$ cat src/rtl/pipelined_left_shifter.sv
`default_nettype none
// ============================================================================
// Module   : pipelined_left_shifter
// Brief    : Five-stage logical left shifter (16/8/4/2/1) with valid/ready
//            handshake, global stall and shifted-out-ones indication.
// Revision : 1.0 - initial release
// ============================================================================
module pipelined_left_shifter #(
    parameter int WIDTH   = 32,
    parameter int SHAMT_W = 5
) (
    input  logic               clock,
    input  logic               reset_n,
    input  logic               in_valid,
    output logic               in_ready,
    input  logic [WIDTH-1:0]   data_operandA,
    input  logic [SHAMT_W-1:0] ctrl_shiftamt,
    output logic               out_valid,
    input  logic               out_ready,
    output logic [WIDTH-1:0]   data_result,
    output logic               data_lost
);

    localparam int              c_NUM_STAGES = SHAMT_W;
    localparam logic [WIDTH-1:0] c_ONES      = '1;

    logic                      w_advance;
    logic [c_NUM_STAGES-1:0]   r_valid;
    logic [c_NUM_STAGES-1:0]   r_lost;
    logic [WIDTH-1:0]          r_data [0:c_NUM_STAGES-1];
    // Stage k only consumes amount bit (SHAMT_W-1-k); the last stage reads
    // its bit from the register feeding it, so no amount register follows it.
    logic [SHAMT_W-1:0]        r_amt  [0:c_NUM_STAGES-2];

    logic [c_NUM_STAGES-1:0]   w_src_valid;
    logic [c_NUM_STAGES-1:0]   w_src_lost;
    logic [c_NUM_STAGES-1:0]   w_sel;
    logic [c_NUM_STAGES-1:0]   w_nxt_lost;
    logic [WIDTH-1:0]          w_src_data [0:c_NUM_STAGES-1];
    logic [WIDTH-1:0]          w_nxt_data [0:c_NUM_STAGES-1];

    assign w_advance = out_ready | ~r_valid[c_NUM_STAGES-1];
    assign in_ready  = w_advance;

    genvar k;
    generate
        for (k = 0; k < c_NUM_STAGES; k++) begin : g_stage
            localparam int c_SHIFT = 1 << (SHAMT_W - 1 - k);

            if (k == 0) begin : g_head
                assign w_src_valid[k] = in_valid;
                assign w_src_data[k]  = data_operandA;
                assign w_src_lost[k]  = 1'b0;
                assign w_sel[k]       = ctrl_shiftamt[SHAMT_W-1];
            end else begin : g_body
                assign w_src_valid[k] = r_valid[k-1];
                assign w_src_data[k]  = r_data[k-1];
                assign w_src_lost[k]  = r_lost[k-1];
                assign w_sel[k]       = r_amt[k-1][SHAMT_W-1-k];
            end

            // Ones in the top c_SHIFT bits fall off the word when this stage shifts.
            assign w_nxt_data[k] = w_sel[k] ? (w_src_data[k] << c_SHIFT) : w_src_data[k];
            assign w_nxt_lost[k] = w_src_lost[k]
                                 | (w_sel[k] & (|(w_src_data[k] & ~(c_ONES >> c_SHIFT))));
        end
    endgenerate

    always_ff @(posedge clock or negedge reset_n) begin
        if (!reset_n) begin
            r_valid <= '0;
            r_lost  <= '0;
            for (int i = 0; i < c_NUM_STAGES; i++) begin
                r_data[i] <= '0;
            end
            for (int i = 0; i < c_NUM_STAGES - 1; i++) begin
                r_amt[i] <= '0;
            end
        end else if (w_advance) begin
            r_valid <= w_src_valid;
            r_lost  <= w_nxt_lost;
            for (int i = 0; i < c_NUM_STAGES; i++) begin
                r_data[i] <= w_nxt_data[i];
            end
            r_amt[0] <= ctrl_shiftamt;
            for (int i = 1; i < c_NUM_STAGES - 1; i++) begin
                r_amt[i] <= r_amt[i-1];
            end
        end
    end

    assign out_valid   = r_valid[c_NUM_STAGES-1];
    assign data_result = r_data[c_NUM_STAGES-1];
    assign data_lost   = r_lost[c_NUM_STAGES-1];

endmodule
`default_nettype wire
$ cat config.mk
export PLATFORM = sky130hd
export DESIGN_NAME = pipelined_left_shifter
export DESIGN_NICKNAME = d
export VERILOG_FILES = /design/src/rtl/pipelined_left_shifter.sv
export SDC_FILE = /design/constraint.sdc
export NUM_CORES = 1
export LEC_CHECK = 0
export ABC_AREA = 1
export ABC_CLOCK_PERIOD_IN_PS = 1400
export CAP_MARGIN = 30
export CORE_ASPECT_RATIO = 1.75
export CORE_UTILIZATION = 30
export CTS_CLUSTER_SIZE = 24
export DETAILED_ROUTE_END_ITERATION = 6
export RECOVER_POWER = 25
export REMOVE_ABC_BUFFERS = 1
export SLEW_MARGIN = 10
export SYNTH_ARGS = -nofsm -noshare
export SYNTH_HDL_FRONTEND = slang
export SYNTH_SLANG_ARGS = --single-unit
export TNS_END_PERCENT = 50
$ cat constraint.sdc
create_clock -name clock -period 1.4 [get_ports clock]
set_input_delay 0.28 -clock clock [delete_from_list [all_inputs] [get_ports clock]]
set_output_delay 0.28 -clock clock [all_outputs]
set_load 0.1 [all_outputs]
-- Word-level counts from Yosys, hierarchy flattened
Cells that the tools add are included.
- bitwise operators: 11
- mux-type cells: 5
- $add $sub $neg: 0
- $lt $le $gt $ge: 0
- reduce and logical (&&, ||, !) cells: 4
- multipliers: 0
- eq/ne operators: 0
- shifts and indexed selects: 0
- divide/modulo/power cells: 0
- operators by type and width (kind ; count):
    32-bit two-way mux ; 5
    16-bit OR reduction ; 1
    8-bit OR reduction ; 1
    1-bit AND ; 5
    1-bit OR ; 5
    4-bit OR reduction ; 1
    2-bit OR reduction ; 1
    1-bit NOT ; 1
- flip-flop bits (word level): 180
- memories: 0
- RAM bits: 0
- bits in read-only memories: 0
- output and inout port bits: 35
- bits in latches: 0

-- Logic depth before layout (Yosys ltp)
Gate-level depths: netlist (run 1).
- depth after elaboration: 3
- mapped depth: 7
- mapped depth without buffers: 6

-- Least setup slack after synthesis (run 1)
Ideal clock, no wire load.
- kind: flip-flop to flip-flop
- start: register r_valid[4]
- end: register r_amt[17] (netlist name)
- data required time: 1.281 ns
- buffers on the path: 2
- setup time: 0.119 ns
- data arrival time: 1.946 ns
- path slack: -0.665 ns
- cell stages (with the launch flop): 8
- cell sequence: dfrtp_1 inv_1 nor2_4 inv_2 buf_4 buf_2 nand2_1 nand2_1
- cells in the longest elaborated chain, start to end: 2
- ends and longest elaborated chain (what ; line ; text):
    from (decl) ; 28 ; logic [c_NUM_STAGES-1:0] r_valid;
    from (signal assigned) ; 80 ; r_valid <= w_src_valid;
    1-bit NOT ; 42 ; assign w_advance = out_ready | ~r_valid[c_NUM_STAGES-1];
    1-bit OR ; 42 ;
    net in_ready ; 15 ; output logic in_ready,
    to (signal, indexed assignment) ; 87 ; r_amt[i] <= r_amt[i-1];
    to (decl) ; 33 ; logic [SHAMT_W-1:0] r_amt [0:c_NUM_STAGES-2];
The timed path passes the listed nets, and every way through them passes these cells.
A chain may end at the register's enable or synchronous reset.

-- Final worst setup path (run 1)
- start: register r_valid[4]
- end: output in_ready
- cells in the longest elaborated chain, start to end: 2
- ends and longest elaborated chain (what ; line):
    1-bit NOT ; 42
    1-bit OR ; 42
    to (decl) ; 15
Every way passes these cells.

==> qor.csv, run 1 <==
metric,value,unit
DR pass1 iterations,5,
# setup viols final,131,
Setup crit end kind,primary output,
I/O pin cnt,76,
# fillers,2599,
post-route ant nets,0,
synthesized area,0.00809,mm2
crit-path max cell delay,0.36,ns
Worst-path clk slew,0.06,ns
clock root cell,clkbuf_16,
"Max FO, Critical Path",2,
#FFs+latches synth,180,
ant diodes,0,
Post-DP Area,0.00952,mm2
buffer levels on the longest clock path,2,
GP Congestion,0.796,
initial DRC count,390,
worst skew pair latency,0.44,ns
Chip Width,126,um
wire per inst,15.4,um
Synth top area share,55.7,%
PwrDens,2610,mW/mm2
fin crit share,110,%
final hold violations,0,
register area,0.00450,mm2
synthesized instance count,970,
synth warn,0,
Num CTS Buffers,17,
"Avg Cell Area, Syn",8.34,um2
failing checks,negative setup slack,
Main synth FF type,dfrtp_1,
startpoint type of the worst setup path,register,
Setup CP Type,register to primary output,
first-pass GRT wire length,32600,um
initial antenna violation count,0,
Power Total,27.4,mW
number of remaining DRC errors,0,
fin nets,1059,
Post-DP HPWL,13700,um
Area contributors post-synth,"dfrtp_1 56%, a21oi_1 15%, nand2_1 9.8%",
DR vias,6662,
clock skew,0.00816,ns
area grow syn2layout,29.8,%
CTS sink count,180,
Core Footprint,0.0266,mm2
fin cells,1353,
async set-reset flop share out of synthesis,100,%
largest net degree at the start of global routing,49,
row cnt,79,
outcome,"finished, violations left",
reg2reg start,r_valid[4],
layout cells sized above 1,12.6,%
post-synthesis cell type count,19,
Vias/cell,4.92,
Worst Hold Launch,ctrl_shiftamt[0],
CP Cell Sequence,inv_2 > nor2_4 > inv_8 > buf_12,
port bufs,75,
multi-input logic area,0.00296,mm2
Max Slew Vio Count,0,
DIE HEIGHT,219,um
GRT Util Overall,14.7,%
H-tree levels,4,
TNS Setup,-5.48,ns
number of synthesized flops with an enable pin,0,
final setup margin,-0.142,ns
Die Area,0.0277,mm2
Period minus WS final,1.54,ns
critical path arrival,1.26,ns
vias in the first global route,6499,
Initial Util,30.4,%
post-synth top area cell,dfrtp_1,
P_leak,4.63,nW
final wirelength,20800,um
maximum VDD drop,1.07,mV
min-delay worst type,input pin to register,
MaxCap Viol Count,0,
origin of the worst setup path,r_valid[4],
RSZ-0062 raised after global routing,true,
CTS tree,built,
Worst slew margin,53.3,%
Cell Count Post-Placement,1306,
total gr overflow,0,
"Seq/Total Area, Yosys",55.7,%
Least-Margin Pin Slew,0.701,ns
required time of the critical path,1.12,ns
post-route cell area,0.0105,mm2
critical-path cell with the highest stage delay,dfrtp_1,
timing-limited maximum frequency,0.649,GHz
[power by group]
group	internal, mW	switching [mW]	total (mW)
clock	2.53	2.03	4.56
combinational	5.19	8.13	13.3
sequential	7.49	2.01	9.51
total	15.2	12.2	27.4
[what timing repair did]
item                                   CTS  global route
gates resized for setup                  4            22
endpoints found under the hold margin   56             0
cloned                                   0            13
hold buffers                             1             0
setup endpoints to repair                2           176
setup buffers                            2             1
pin swaps                                1             4
[critical path: cells and delay by family, from the launching register on]
family,cells,cell delay (ns)
simple gates,1,0.18
buf+inv,3,0.27
flops,1,0.36
[synthesized netlist by cell type (4+ instances only)]
cell      count
buf_4        34
a21oi_1     250
a22oi_1       4
nand2_1     211
clkbuf_1     19
nor2_1      142
o31ai_1       5
dfrtp_1     180
nand3_1       6
inv_1        20
buf_2        45
o21ai_1       5
o21ai_0      41
[placed cells by master (no fill, tap or decap)]
cell type / n
clkinvlp_4: 3
inv_1: 19
a21oi_1: 244
buf_6: 3
buf_16: 2
clkdlybuf4s50_1: 39
inv_8: 1
o31ai_1: 5
or2_2: 1
a21oi_2: 6
o21ai_0: 41
nand2_1: 211
bufinv_16: 1
clkinv_2: 2
dlygate4sd3_1: 1
clkbuf_16: 29
clkbuf_2: 2
buf_12: 52
clkbuf_8: 2
nor2_4: 1
dfrtp_1: 180
nand3_1: 6
o211ai_1: 2
inv_2: 1
a22oi_1: 4
buf_4: 19
nor2_1: 142
o21ai_1: 5
clkinv_4: 4
inv_6: 1
[flip-flops by register name, indices dropped and copies added, names as in the netlist]
register	count
data_result	32
r_amt	10
r_data	128
r_lost	5
r_valid	5
[layer usage]
metal / up-vias / track usage (%) / part of all wire (%)
li1: 3264 / - / -
met1: 3247 / 17.1 / 41
met2: 132 / 27.0 / 55
met3: 19 / 2.54 / 2.8
met4: 0 / 5.42 / 2.0
met5: - / 0 / 0
[cell type report]
| cell class | instances | area share [%] |
|---|---|---|
| clock inverter | 11 | 1.01 |
| inverter | 21 | 0.822 |
| multi-input combinational | 668 | 28.2 |
| clock buffer | 19 | 4.31 |
| tap | 324 | 3.86 |
| sequential | 180 | 42.9 |
| timing repair buffer | 130 | 18.9 |
[stage by stage]
stage / util (%) / hold WS (ns) / setup WS [ns]
final: 39.5 / 0.399 / -0.142
after floorplan: - / -0.0156 / -4.43
after global routing: 39.5 / 0.409 / -0.197
after detailed placement: 35.8 / 0.166 / -0.302
after global placement: 35.8 / 0.168 / -0.260
after CTS: 38.0 / 0.279 / -0.186
[worst paths after layout]
check / end / slack (ns) / depth (start not counted)
setup / recovery: in_ready / -0.14 / 4
hold / removal: r_amt[15] / 0.40 / 3
min in group asynchronous: data_result[30] / 0.42 / 2
setup reg to reg: data_result[15] / -0.09 / 8
max in group asynchronous: r_data[68] / 0.21 / 3
hold reg to reg: r_valid[2] / 0.47 / 2
[cells by family after synthesis]
kind of cell / Yosys count / share of synthesized area, %
DFF: 180 / 55.7
buffers and inverters: 122 / 8.03
AOI/OAI and AO/OA: 307 / 19.3
and+or+nand+nor: 361 / 17.0
(Power assumes the default switching activity.)
==> run 2, diff against run 1 <==
PLACE_DENSITY_LB_ADDON = 0.2   (was default)
==> run 2 against run 1 <==
Compared with the run above: the run still ends with negative setup slack left; fmax rose by 4.3%; die area did not move; global-route usage rose by 1.0 points.
==> qor.csv, run 2 (same netlist as run 1, synthesis figures left out) <==
metric,value,unit
"commonest non-fill, non-tap cell in the layout",a21oi_1,
Power Total,27.3,mW
Chip Width,126,um
reg2reg path depth,7,
row cnt,79,
initial DRC count,279,
DR pass1 iterations,4,
GRT Util Overall,15.8,%
Setup crit end kind,primary output,
first-pass GRT wire length,34400,um
outcome,"finished, violations left",
Least-Margin Pin Slew,0.774,ns
Max Slew Vio Count,0,
Worst Hold Launch,ctrl_shiftamt[1],
Largest register FFs,128,
final hold violations,0,
worst skew pair latency,0.45,ns
largest net degree at the start of global routing,44,
H-tree levels,4,
PwrDens,2630,mW/mm2
Initial Util,30.4,%
post-route ant nets,0,
maximum VDD drop,0.925,mV
Critical R2R Capture,data_result[24],
min-delay worst type,input pin to register,
clock root cell,clkbuf_16,
Hold EP,r_amt[16],
layout cells sized above 1,13.0,%
Vias/cell,4.88,
vias in the first global route,6628,
# setup viols final,7,
Period minus WS final,1.48,ns
MaxCap Viol Count,0,
"commonest non-fill, non-tap cells in the layout","245 x a21oi_1, 211 x nand2_1, 180 x dfrtp_1, 142 x nor2_1, 47 x buf_12",
DIE HEIGHT,219,um
Setup CP Type,register to primary output,
DR vias,6624,
total gr overflow,0,
area grow syn2layout,28.3,%
I/O pin cnt,76,
ant diodes,0,
Worst-path clk slew,0.07,ns
Reg with most FFs,r_data,
Core Footprint,0.0266,mm2
P_leak,4.60,nW
Die Area,0.0277,mm2
timing-limited maximum frequency,0.676,GHz
reg2reg start,r_valid[4],
GP Congestion,0.760,
failing checks,negative setup slack,
fin nets,1061,
pre-CTS WS,-0.281,ns
Num CTS Buffers,17,
Worst slew margin,48.4,%
initial antenna violation count,0,
clock skew,0.0112,ns
final wirelength,21100,um
CTS sink count,180,
Post-DP HPWL,14400,um
buffer levels on the longest clock path,2,
port bufs,75,
"Max FO, Critical Path",2,
wire per inst,15.6,um
CTS tree,built,
RSZ-0062 raised after global routing,true,
Worst Hold Depth,3,
origin of the worst setup path,r_valid[4],
required time of the critical path,1.12,ns
fin crit share,106,%
number of remaining DRC errors,0,
FF-to-FF setup slack,-0.01,ns
critical path arrival,1.20,ns
startpoint type of the worst setup path,register,
final setup margin,-0.0784,ns
==> run 2: changes by cell type in the layout (fill, tap and decap cells not counted), sizes merged <==
cell	before	now
clkbuf	33	25
inv	22	29
bufinv	1	0
buf	76	84
clkinv	6	4
==> run 2: final cells by class <==
class / count / area, um2
fillers: 2741 / 16200
flip-flops and latches: 180 / 4500
multi-input cells: 668 / 2960
repair buffers: 132 / 1850
clock buffers: 17 / 425
well taps: 324 / 405
clock inverters: 15 / 143
inverters: 21 / 86.3
==> run 2: what timing repair did <==
item,4_1_cts,5_1_grt
buffers inserted,2,0
endpoints found under the hold margin,25,0
hold buffers,1,0
gates cloned,0,6
pin swaps,1,1
setup endpoints to repair,2,151
resized for setup,6,8
==> run 2: worst max-delay path by stage <==
| stage | endpoint | slack (ns) | depth (start not counted) |
|---|---|---|---|
| 6_report | in_ready | -0.08 | 4 |
| 5_1_grt | in_ready | -0.15 | 4 |
| 4_1_cts | in_ready | -0.13 | 4 |
| 3_5_place_dp | data_result[10] | -0.28 | 6 |
| 3_3_place_gp | r_lost[0] | -0.25 | 7 |
| 2_1_floorplan | r_data[127] | -4.43 | 5 |
==> run 2: metrics by stage <==
step | util (%) | hold slack (ns) | instance area (um2) | std cells | setup TNS (ns)
after global routing | 39.0 | 0.403 | 10400 | 1357 | -9.01
after floorplan | - | -0.0156 | 7520 | 869 | -694.70
after CTS | 38.4 | 0.263 | 10200 | 1351 | -0.395
after detailed placement | 36.1 | 0.183 | 9600 | 1316 | -37.36
final | 39.0 | 0.379 | 10400 | 1357 | -0.119
after global placement | 36.1 | 0.182 | 9600 | 1316 | -33.00
==> run 2: power breakdown <==
group / leakage [nW] / switching (mW) / internal (mW)
combinational: 2.15 / 8.08 / 4.98
sequential: 2.18 / 2.03 / 7.49
clock: 0.270 / 2.32 / 2.36
==> run 2: per-layer routing <==
metal | vias up | share of wire, % | track usage, %
met3 | 16 | 2.4 | 2.68
met4 | 0 | 1.3 | 5.78
met5 | - | 0 | 0
met2 | 106 | 55 | 28.4
met1 | 3227 | 41 | 18.6
li1 | 3275 | - | -
==> run 2: critical path, stage by stage (launching register included) <==
cell	delay (ns)
dfrtp_1	0.37
inv_2	0.05
nor2_4	0.14
inv_8	0.04
buf_12	0.16
